$ cat src/rtl/hazard_pkg.sv
// rtl/hazard_pkg.sv - shared types for the hazard/forwarding controller
package hazard_pkg;
   localparam int REG_W = 5;

   typedef enum logic [1:0] {
      FWD_REG = 2'b00,
      FWD_WB  = 2'b01,
      FWD_MEM = 2'b10
   } fwd_sel_t;

   typedef enum logic [1:0] {
      RUN,
      LDSTALL,
      FLUSH
   } hz_state_t;

   typedef struct packed {
      logic             valid;
      logic [REG_W-1:0] rd;
      logic             reg_write;
      logic             mem_read;
   } shadow_slot_t;

   // A load sitting in EX cannot be forwarded yet; the reader must wait a cycle.
   function automatic logic load_hit(shadow_slot_t s, logic [REG_W-1:0] rs, logic use_rs);
      return use_rs && (rs != '0) && s.valid && s.reg_write && s.mem_read && (s.rd == rs);
   endfunction
endpackage

$ cat src/rtl/fwd_sel_calc.sv
// rtl/fwd_sel_calc.sv - forwarding select for one EX operand
module fwd_sel_calc
   import hazard_pkg::*;
(
   input  logic [REG_W-1:0] rs_i,
   input  logic             use_i,
   input  shadow_slot_t     ex_slot_i,
   input  shadow_slot_t     mem_slot_i,
   output fwd_sel_t         sel_o
);

   // The nearer producer wins; x0 and unread sources never forward.
   always_comb begin
      sel_o = FWD_REG;
      if (use_i && rs_i != '0) begin
         if (ex_slot_i.valid && ex_slot_i.reg_write && !ex_slot_i.mem_read
             && ex_slot_i.rd == rs_i) begin
            sel_o = FWD_MEM;
         end else if (mem_slot_i.valid && mem_slot_i.reg_write && mem_slot_i.rd == rs_i) begin
            sel_o = FWD_WB;
         end
      end
   end

endmodule

$ cat src/rtl/hazard_fwd_ctrl.sv
// rtl/hazard_fwd_ctrl.sv - load-use stall, mispredict flush and forwarding control
module hazard_fwd_ctrl
   import hazard_pkg::*;
#(
   parameter int XLEN_REGS = 5
) (
   input  logic                 clk,
   input  logic                 rst_n,
   input  logic                 id_valid,
   input  logic [XLEN_REGS-1:0] id_rs1,
   input  logic [XLEN_REGS-1:0] id_rs2,
   input  logic                 id_uses_rs1,
   input  logic                 id_uses_rs2,
   input  logic [XLEN_REGS-1:0] id_rd,
   input  logic                 id_reg_write,
   input  logic                 id_mem_read,
   input  logic                 ex_mispredict,
   input  logic                 dmem_busy,
   output logic [1:0]           fwd_sel_a,
   output logic [1:0]           fwd_sel_b,
   output logic                 stall_pc_ifid,
   output logic                 bubble_idex,
   output logic                 flush_ifid,
   output logic                 freeze_all
);

   hz_state_t    state_q, state_d;
   shadow_slot_t ex_q, ex_d;
   shadow_slot_t mem_q, wb_q;
   fwd_sel_t     sel_a_calc, sel_b_calc;
   fwd_sel_t     fwd_sel_a_q, fwd_sel_a_d;
   fwd_sel_t     fwd_sel_b_q, fwd_sel_b_d;
   logic         load_use;

   fwd_sel_calc u_fwd_a (
      .rs_i       (id_rs1),
      .use_i      (id_uses_rs1),
      .ex_slot_i  (ex_q),
      .mem_slot_i (mem_q),
      .sel_o      (sel_a_calc)
   );

   fwd_sel_calc u_fwd_b (
      .rs_i       (id_rs2),
      .use_i      (id_uses_rs2),
      .ex_slot_i  (ex_q),
      .mem_slot_i (mem_q),
      .sel_o      (sel_b_calc)
   );

   assign load_use   = id_valid && (load_hit(ex_q, id_rs1, id_uses_rs1)
                                 || load_hit(ex_q, id_rs2, id_uses_rs2));
   assign freeze_all = dmem_busy;
   assign fwd_sel_a  = fwd_sel_a_q;
   assign fwd_sel_b  = fwd_sel_b_q;

   // Strobes fire in the cycle the hazard is seen; the state records what the
   // pipeline just did so a completed stall is never re-issued for the same load.
   always_comb begin
      state_d       = state_q;
      stall_pc_ifid = 1'b0;
      bubble_idex   = 1'b0;
      flush_ifid    = 1'b0;
      if (!dmem_busy) begin
         state_d = RUN;
         if (ex_mispredict) begin
            flush_ifid  = 1'b1;
            bubble_idex = 1'b1;
            state_d     = FLUSH;
         end else if (load_use && state_q != LDSTALL) begin
            stall_pc_ifid = 1'b1;
            bubble_idex   = 1'b1;
            state_d       = LDSTALL;
         end
      end
   end

   always_comb begin
      ex_d        = '0;
      fwd_sel_a_d = FWD_REG;
      fwd_sel_b_d = FWD_REG;
      if (!bubble_idex && id_valid && !flush_ifid) begin
         ex_d.valid     = 1'b1;
         ex_d.rd        = id_rd;
         ex_d.reg_write = id_reg_write;
         ex_d.mem_read  = id_mem_read;
         fwd_sel_a_d    = sel_a_calc;
         fwd_sel_b_d    = sel_b_calc;
      end
   end

   always_ff @(posedge clk or negedge rst_n) begin
      if (!rst_n) begin
         state_q     <= RUN;
         ex_q        <= '0;
         mem_q       <= '0;
         wb_q        <= '0;
         fwd_sel_a_q <= FWD_REG;
         fwd_sel_b_q <= FWD_REG;
      end else if (!dmem_busy) begin
         state_q     <= state_d;
         ex_q        <= ex_d;
         mem_q       <= ex_q;
         wb_q        <= mem_q;
         fwd_sel_a_q <= fwd_sel_a_d;
         fwd_sel_b_q <= fwd_sel_b_d;
      end
   end

endmodule

$ cat config.mk
export PLATFORM = sky130hd
export DESIGN_NAME = hazard_fwd_ctrl
export DESIGN_NICKNAME = d
export VERILOG_FILES = /design/src/rtl/hazard_pkg.sv /design/src/rtl/fwd_sel_calc.sv /design/src/rtl/hazard_fwd_ctrl.sv
export SDC_FILE = /design/constraint.sdc
export NUM_CORES = 1
export LEC_CHECK = 0
export CAP_MARGIN = 20
export CORE_ASPECT_RATIO = 0.7
export CORE_MARGIN = 2
export CORE_UTILIZATION = 38
export DETAILED_ROUTE_END_ITERATION = 7
export GPL_TIMING_DRIVEN = 0
export HOLD_SLACK_MARGIN = 0.12
export PLACE_DENSITY = 0.65
export SETUP_SLACK_MARGIN = 0.02
export SLEW_MARGIN = 20
export SYNTH_ARGS = -nofsm -noshare
export SYNTH_HDL_FRONTEND = slang
export SYNTH_SLANG_ARGS = --single-unit
$ cat constraint.sdc
create_clock -name clk -period 2.1 [get_ports clk]
set_input_delay 0.21 -clock clk [delete_from_list [all_inputs] [get_ports clk]]
set_output_delay 0.21 -clock clk [all_outputs]
set_load 0.01 [all_outputs]
==> run summary, run 1 <==
Status: finished clean
RD Place Congestion: 0.7611
Reg2reg setup slack: 0.44 ns
Crit path arrival time: 1.81 ns
TritonCTS clock tree: yes
Nets: 181
Top cell family by delay on the critical path: simple AND/OR/NAND/NOR gates
Sequential share of power: 51.4%
Post-route insts no fill: 194
Met3 wire length: 125 um
Crit path kind: input port to primary output
WL met2: 1.131 mm
P_int: 0.6456 mW
Clk sinks: 21
Worst slack at placement: -0.5770 ns
Total number of vias: 968
Ratio of cells with drive above 1 in the final layout: 21.79%
Hold Crit Class: input port to async pin
Clock Root Buffer: clkbuf_8
Hold Vio Cnt, Final: 0
R2r startpoint: ex_q[5]$_DFFE_PN0N_
CP Capture Type: primary output
Clock latency on the worst-skew pair: 0.26 ns
Cell area after layout: 1629 sq um
DR WL/cell: 13.84 um
Total track usage: 16.92%
Final Setup Violations: 0
CP Buf/Inv Count: 2
Pre-Repair DR Iteration Count: 4
Yosys top cell by area: dfrtp_1
First-pass GRT wire length: 4.754 mm
Area contributors post-synth: dfrtp_1 (44%), xor2_1 (8.8%), nand2_1 (6.9%)
Initial Utilization: 38.82%
Gate power share: 18.3%
Fin crit period: 2.017 ns
Largest net degree at the start of global routing: 22
Startpoint types: input port
Vias in the first global route: 976
Clock power frac: 30.3%
RSZ-0062 raised after global routing: false
PD cells: 538.2 nW/um^2
DRC: 0
Die Y: 50.97 um
Metal-1 WL: 1.416 mm
Slew at the pin with the worst max-slew slack: 0.9495 ns
Crit path from: id_rs1[4]
IO Pins: 32
Period utilisation layout: 96.04%
ANT cells: 0
Longest Clk Path Bufs: 2
WL final: 2.685 mm
Net Count, Synth: 142
CTS Buf Count: 3
Yosys reg bits: 21
Fmax: 495.9 MHz
Initial antenna violation count: 0
Clock-pin slew on the worst setup and hold paths: 0.08 ns
CP peak stage delay: 0.55 ns
GRT overflow: 0
Fill cell count: 284
Site Rows: 17
Dpl hpwl: 2.092 mm
R2R depth: 6
Req. time, crit path: 1.89 ns
Area of the multi-input gates: 646.9 sq um
Die area: 3623 sq um
Via density per instance: 4.990
Leak: 0.7301 nW
Avg Cell Area, Syn: 10.15 sq um
Worst R2R End: ex_q[7]$_DFFE_PN0N_
Initial drt markers: 34
Cells along the critical path: clkdlybuf4s15_1, or4_4, o21ai_2, nand4b_4, a21oi_4, or2_2, buf_2
Mapped cell area: 1197 sq um
MaxCap Viol Count: 0
Worst Path Max Fanout: 3
Setup TNS: 0 ns
Final Slew Violations: 0
Cells after DPL: 187
Top cell type's share of synthesized area: 43.89%
H-tree depth: 1
Synth-to-Final Area Change: 36.05%
Yosys warnings: 0
Antenna viol nets, final: 0
Mapped Cells: 118
Setup WS post-layout: 0.08326 ns
Switch Pwr: 0.2311 mW
Core area: 3084 sq um
Die X: 71.10 um
Crit-path slowest cell: or4_4
Register Area: 526.8 sq um
Post-place instance area: 1555 sq um
Power, Total: 0.8767 mW
Highest metal used: met4
IO buf count: 31
Peak VDD IR: 0.0003231 V
Relative slew slack: 36.50%
Yosys cell types: 28
Clock Skews: 0.002430 ns
Seq/Total Area, Yosys: 43.89%
Switching Share: 26.36%
[power by group through the flow]
stage                     Sequential (mW)  Combinational [mW]  Clock, mW
after floorplan                     0.449              0.0846          0
after global placement              0.457               0.161          0
after detailed placement            0.457               0.164          0
after CTS                           0.449               0.161      0.278
after global routing                0.454               0.178      0.294
final                               0.450               0.160      0.266
[cells in the final DEF, fill, tap and decap left out, types with 3 or more instances in the layout]
| master | synthesis | final |
|---|---|---|
| nand3_1 | 3 | 3 |
| xor2_1 | 12 | 12 |
| nor2_2 | 0 | 4 |
| o21ai_0 | 11 | 11 |
| clkbuf_1 | 3 | 3 |
| nand2_1 | 22 | 21 |
| mux2_2 | 7 | 7 |
| dlygate4sd2_1 | 0 | 7 |
| clkdlybuf4s50_1 | 0 | 20 |
| clkbuf_8 | 0 | 3 |
| buf_4 | 1 | 4 |
| dfrtp_1 | 21 | 20 |
| xnor2_1 | 8 | 8 |
| inv_1 | 4 | 4 |
[synth_stat cells]
cell      count
clkbuf_1      3
o41ai_2       1
dfrtp_1      21
o21ai_2       2
or2_2         1
xor2_1       12
and2_1        1
o21ai_0      11
buf_6         1
nand4_1       1
or4_1         2
and3_1        1
or4_4         1
xnor2_1       8
and4_1        1
or4b_2        1
a22o_1        1
buf_4         1
nand4b_4      2
inv_1         4
nor2_1        6
mux2_2        7
a21oi_4       1
nand3_1       3
o31ai_1       1
a21o_1        1
nor4_1        1
nand2_1      22
[per-stage QoR]
stage / hold slack [ns] / utilization (%)
2_1_floorplan: -0.08559 / -
3_3_place_gp: 0.4573 / 50.43
3_5_place_dp: 0.4650 / 50.43
4_1_cts: 0.4828 / 52.45
5_1_grt: 0.4975 / 52.82
6_report: 0.4778 / 52.82
[repair_timing]
action	4_1_cts	5_1_grt
hold buffers	0	0
pin swaps	1	0
gates resized for setup	25	2
setup buffers	2	1
setup endpoints to repair	2	1
cloned	0	0
[cells by family after synthesis]
kind of cell              share of synthesized area (%)
xor gates and xnor gates                          14.63
muxes                                             6.583
and+or+nand+nor                                   20.38
DFF                                               43.89
buffers and inverters                             3.761
AOI/OAI and AO/OA                                 10.76
[routing by layer]
| metal | track usage, % | vias up |
|---|---|---|
| li1 | - | 471 |
| met1 | 24.10 | 472 |
| met2 | 26.64 | 23 |
| met3 | 3.550 | 2 |
| met4 | 3.774 | 0 |
| met5 | 0 | - |
[state kept, by name, summed over array words and instances, names as in the netlist]
name,cells
fwd_sel_a,2
state_q,2
ex_q,8
mem_q,7
fwd_sel_b,2
[layout make-up]
class                   instances  share of cell area (%)
clock inverters                 1                  0.4608
inverters                       4                  0.9217
flip-flops and latches         21                   32.33
repair buffers                 34                   19.28
well taps                      38                   2.919
clock buffers                   3                   2.535
plain buffers                   5                   1.843
multi-input cells              88                   39.71
[how the worst max path moves through the flow]
stage / to / slack, ns / depth (start not counted)
6_report: bubble_idex / 0.08 / 7
5_1_grt: bubble_idex / 0.02 / 7
4_1_cts: bubble_idex / 0.08 / 7
3_5_place_dp: stall_pc_ifid / -0.58 / 6
3_3_place_gp: stall_pc_ifid / -0.58 / 6
2_1_floorplan: stall_pc_ifid / 0.32 / 6
No activity file was read; power rests on OpenSTA's default activity.
==> run 2, diff against run 1 <==
RECOVER_POWER = 50   (was default)
==> run 2 against run 1 <==
Wire length about the same. Setup slack unchanged. Combinational power about the same. Via count unchanged. Register-to-register slack about the same. Cell area unchanged. First-iteration DRC count unchanged.
==> run summary, run 2 (synthesis gave the netlist of run 1 again) <==
CP peak stage delay: 0.55 ns
Area of the multi-input gates: 646.9 sq um
Core Util, Final: 52.82%
Fin crit period: 2.017 ns
Top cell family by delay on the critical path: simple AND/OR/NAND/NOR gates
Most frequent cells in the layout: nand2_1 (21), dfrtp_1 (20), clkdlybuf4s50_1 (19)
TritonCTS clock tree: yes
Synth-to-Final Area Change: 36.05%
Clock Skews: 0.002430 ns
Pre-Repair DR Iteration Count: 4
Via density per instance: 4.990
Startpoint types: input port
R2r startpoint: ex_q[5]$_DFFE_PN0N_
Ratio of cells with drive above 1 in the final layout: 21.79%
Clk sinks: 21
Fill cell count: 284
Initial Utilization: 38.82%
CP Depth: 7
Worst R2R End: ex_q[7]$_DFFE_PN0N_
Req. time, crit path: 1.89 ns
WHS: 0.4858 ns
MaxCap Viol Count: 0
Peak VDD IR: 0.0003231 V
Core area: 3084 sq um
Site Rows: 17
IO Pins: 32
Dpl hpwl: 2.092 mm
Hold Crit Class: register to register
PD cells: 537.9 nW/um^2
Nets: 181
CP Buf/Inv Count: 2
CP Capture Type: primary output
Total track usage: 16.92%
Vias in the first global route: 976
Commonest non-fill, non-tap cell in the layout: nand2_1
Slew at the pin with the worst max-slew slack: 0.9594 ns
Most flop-heavy register: ex_q
Relative slew slack: 35.83%
Leak: 0.7304 nW
Crit path arrival time: 1.81 ns
RD Place Congestion: 0.7611
Hold Vio Cnt, Final: 0
Largest net degree at the start of global routing: 22
ANT cells: 0
Clock-pin slew on the worst setup and hold paths: 0.08 ns
CP Capture Point: bubble_idex
Die area: 3623 sq um
CTS Hold Bufs: 0
Die Y: 50.97 um
GRT overflow: 0
R2R depth: 6
Initial drt markers: 34
First-pass GRT wire length: 4.754 mm
Clock Root Buffer: clkbuf_8
Clock latency on the worst-skew pair: 0.26 ns
Largest regs: ex_q (8), mem_q (7)
DR WL/cell: 13.84 um
IO buf count: 31
Antenna viol nets, final: 0
Die X: 71.10 um
Fmax: 495.9 MHz
Worst Path Max Fanout: 3
Longest Clk Path Bufs: 2
Reg2reg setup slack: 0.44 ns
H-tree depth: 1
Initial antenna violation count: 0
Total number of vias: 968
Power, Total: 0.8763 mW
RSZ-0062 raised after global routing: false
Crit-path slowest cell: or4_4
Crit path kind: input port to primary output
Max reg flops: 8
Final Setup Violations: 0
DRC: 0
Cell area after layout: 1629 sq um
Status: finished clean
CTS Buf Count: 3
WL final: 2.684 mm
Post-place instance area: 1555 sq um
Register Area: 526.8 sq um
Period utilisation layout: 96.04%
Final Slew Violations: 0
Crit path from: id_rs1[4]
Cells along the critical path: clkdlybuf4s15_1, or4_4, o21ai_2, nand4b_4, a21oi_4, or2_2, buf_2
run 2: cell type report:
type / instances / area share, %
flip-flops and latches: 21 / 32.33
plain buffers: 5 / 1.843
inverters: 4 / 0.9217
clock inverters: 1 / 0.4608
multi-input cells: 88 / 39.71
repair buffers: 34 / 19.28
clock buffers: 3 / 2.535
well taps: 38 / 2.919
run 2: power breakdown:
| part | internal, mW | switching, mW | total, mW |
|---|---|---|---|
| logic | 0.0857 | 0.0742 | 0.160 |
| registers | 0.426 | 0.0247 | 0.450 |
| clock network | 0.134 | 0.132 | 0.266 |
run 2: routing by layer:
layer	up-vias	GRT usage (%)	share of wire, %
met5	-	0	0
met4	0	3.774	0.41
met3	2	3.550	4.7
met2	23	26.64	42
met1	472	24.10	53
li1	471	-	-
run 2: worst min path at each step:
| stage | depth (start not counted) | end | from |
|---|---|---|---|
| after floorplan | 0 | ex_q[0]$_DFFE_PN0N_ | rst_n |
| after global placement | 1 | state_q[1]$_DFFE_PN0N_ | state_q[1]$_DFFE_PN0N_ |
| after detailed placement | 1 | state_q[1]$_DFFE_PN0N_ | state_q[1]$_DFFE_PN0N_ |
| after CTS | 1 | state_q[1]$_DFFE_PN0N_ | state_q[1]$_DFFE_PN0N_ |
| after global routing | 3 | ex_q[4]$_DFFE_PN0N_ | id_rd[2] |
| final | 1 | state_q[1]$_DFFE_PN0N_ | state_q[1]$_DFFE_PN0N_ |
run 2: repair_timing:
item / 4_1_cts / 5_1_grt
endpoints found under the hold margin: 0 / 0
resized for setup: 25 / 2
buffers inserted: 2 / 1
pin swaps: 1 / 0
setup endpoints to repair: 2 / 1
run 2: per-stage QoR:
stage | std cells | setup slack (ns) | TNS (ns)
6_report | 194 | 0.08326 | 0
5_1_grt | 194 | 0.02250 | 0
4_1_cts | 193 | 0.07909 | 0
3_5_place_dp | 187 | -0.5770 | -1.087
3_3_place_gp | 187 | -0.5847 | -1.094
2_1_floorplan | 118 | 0.3250 | 0
==> run 3, diff against run 2 <==
HOLD_SLACK_MARGIN = default   (was 0.12)
==> results of run 3 <==
No change in the layout: final DEF, timing and power equal those of run 2.
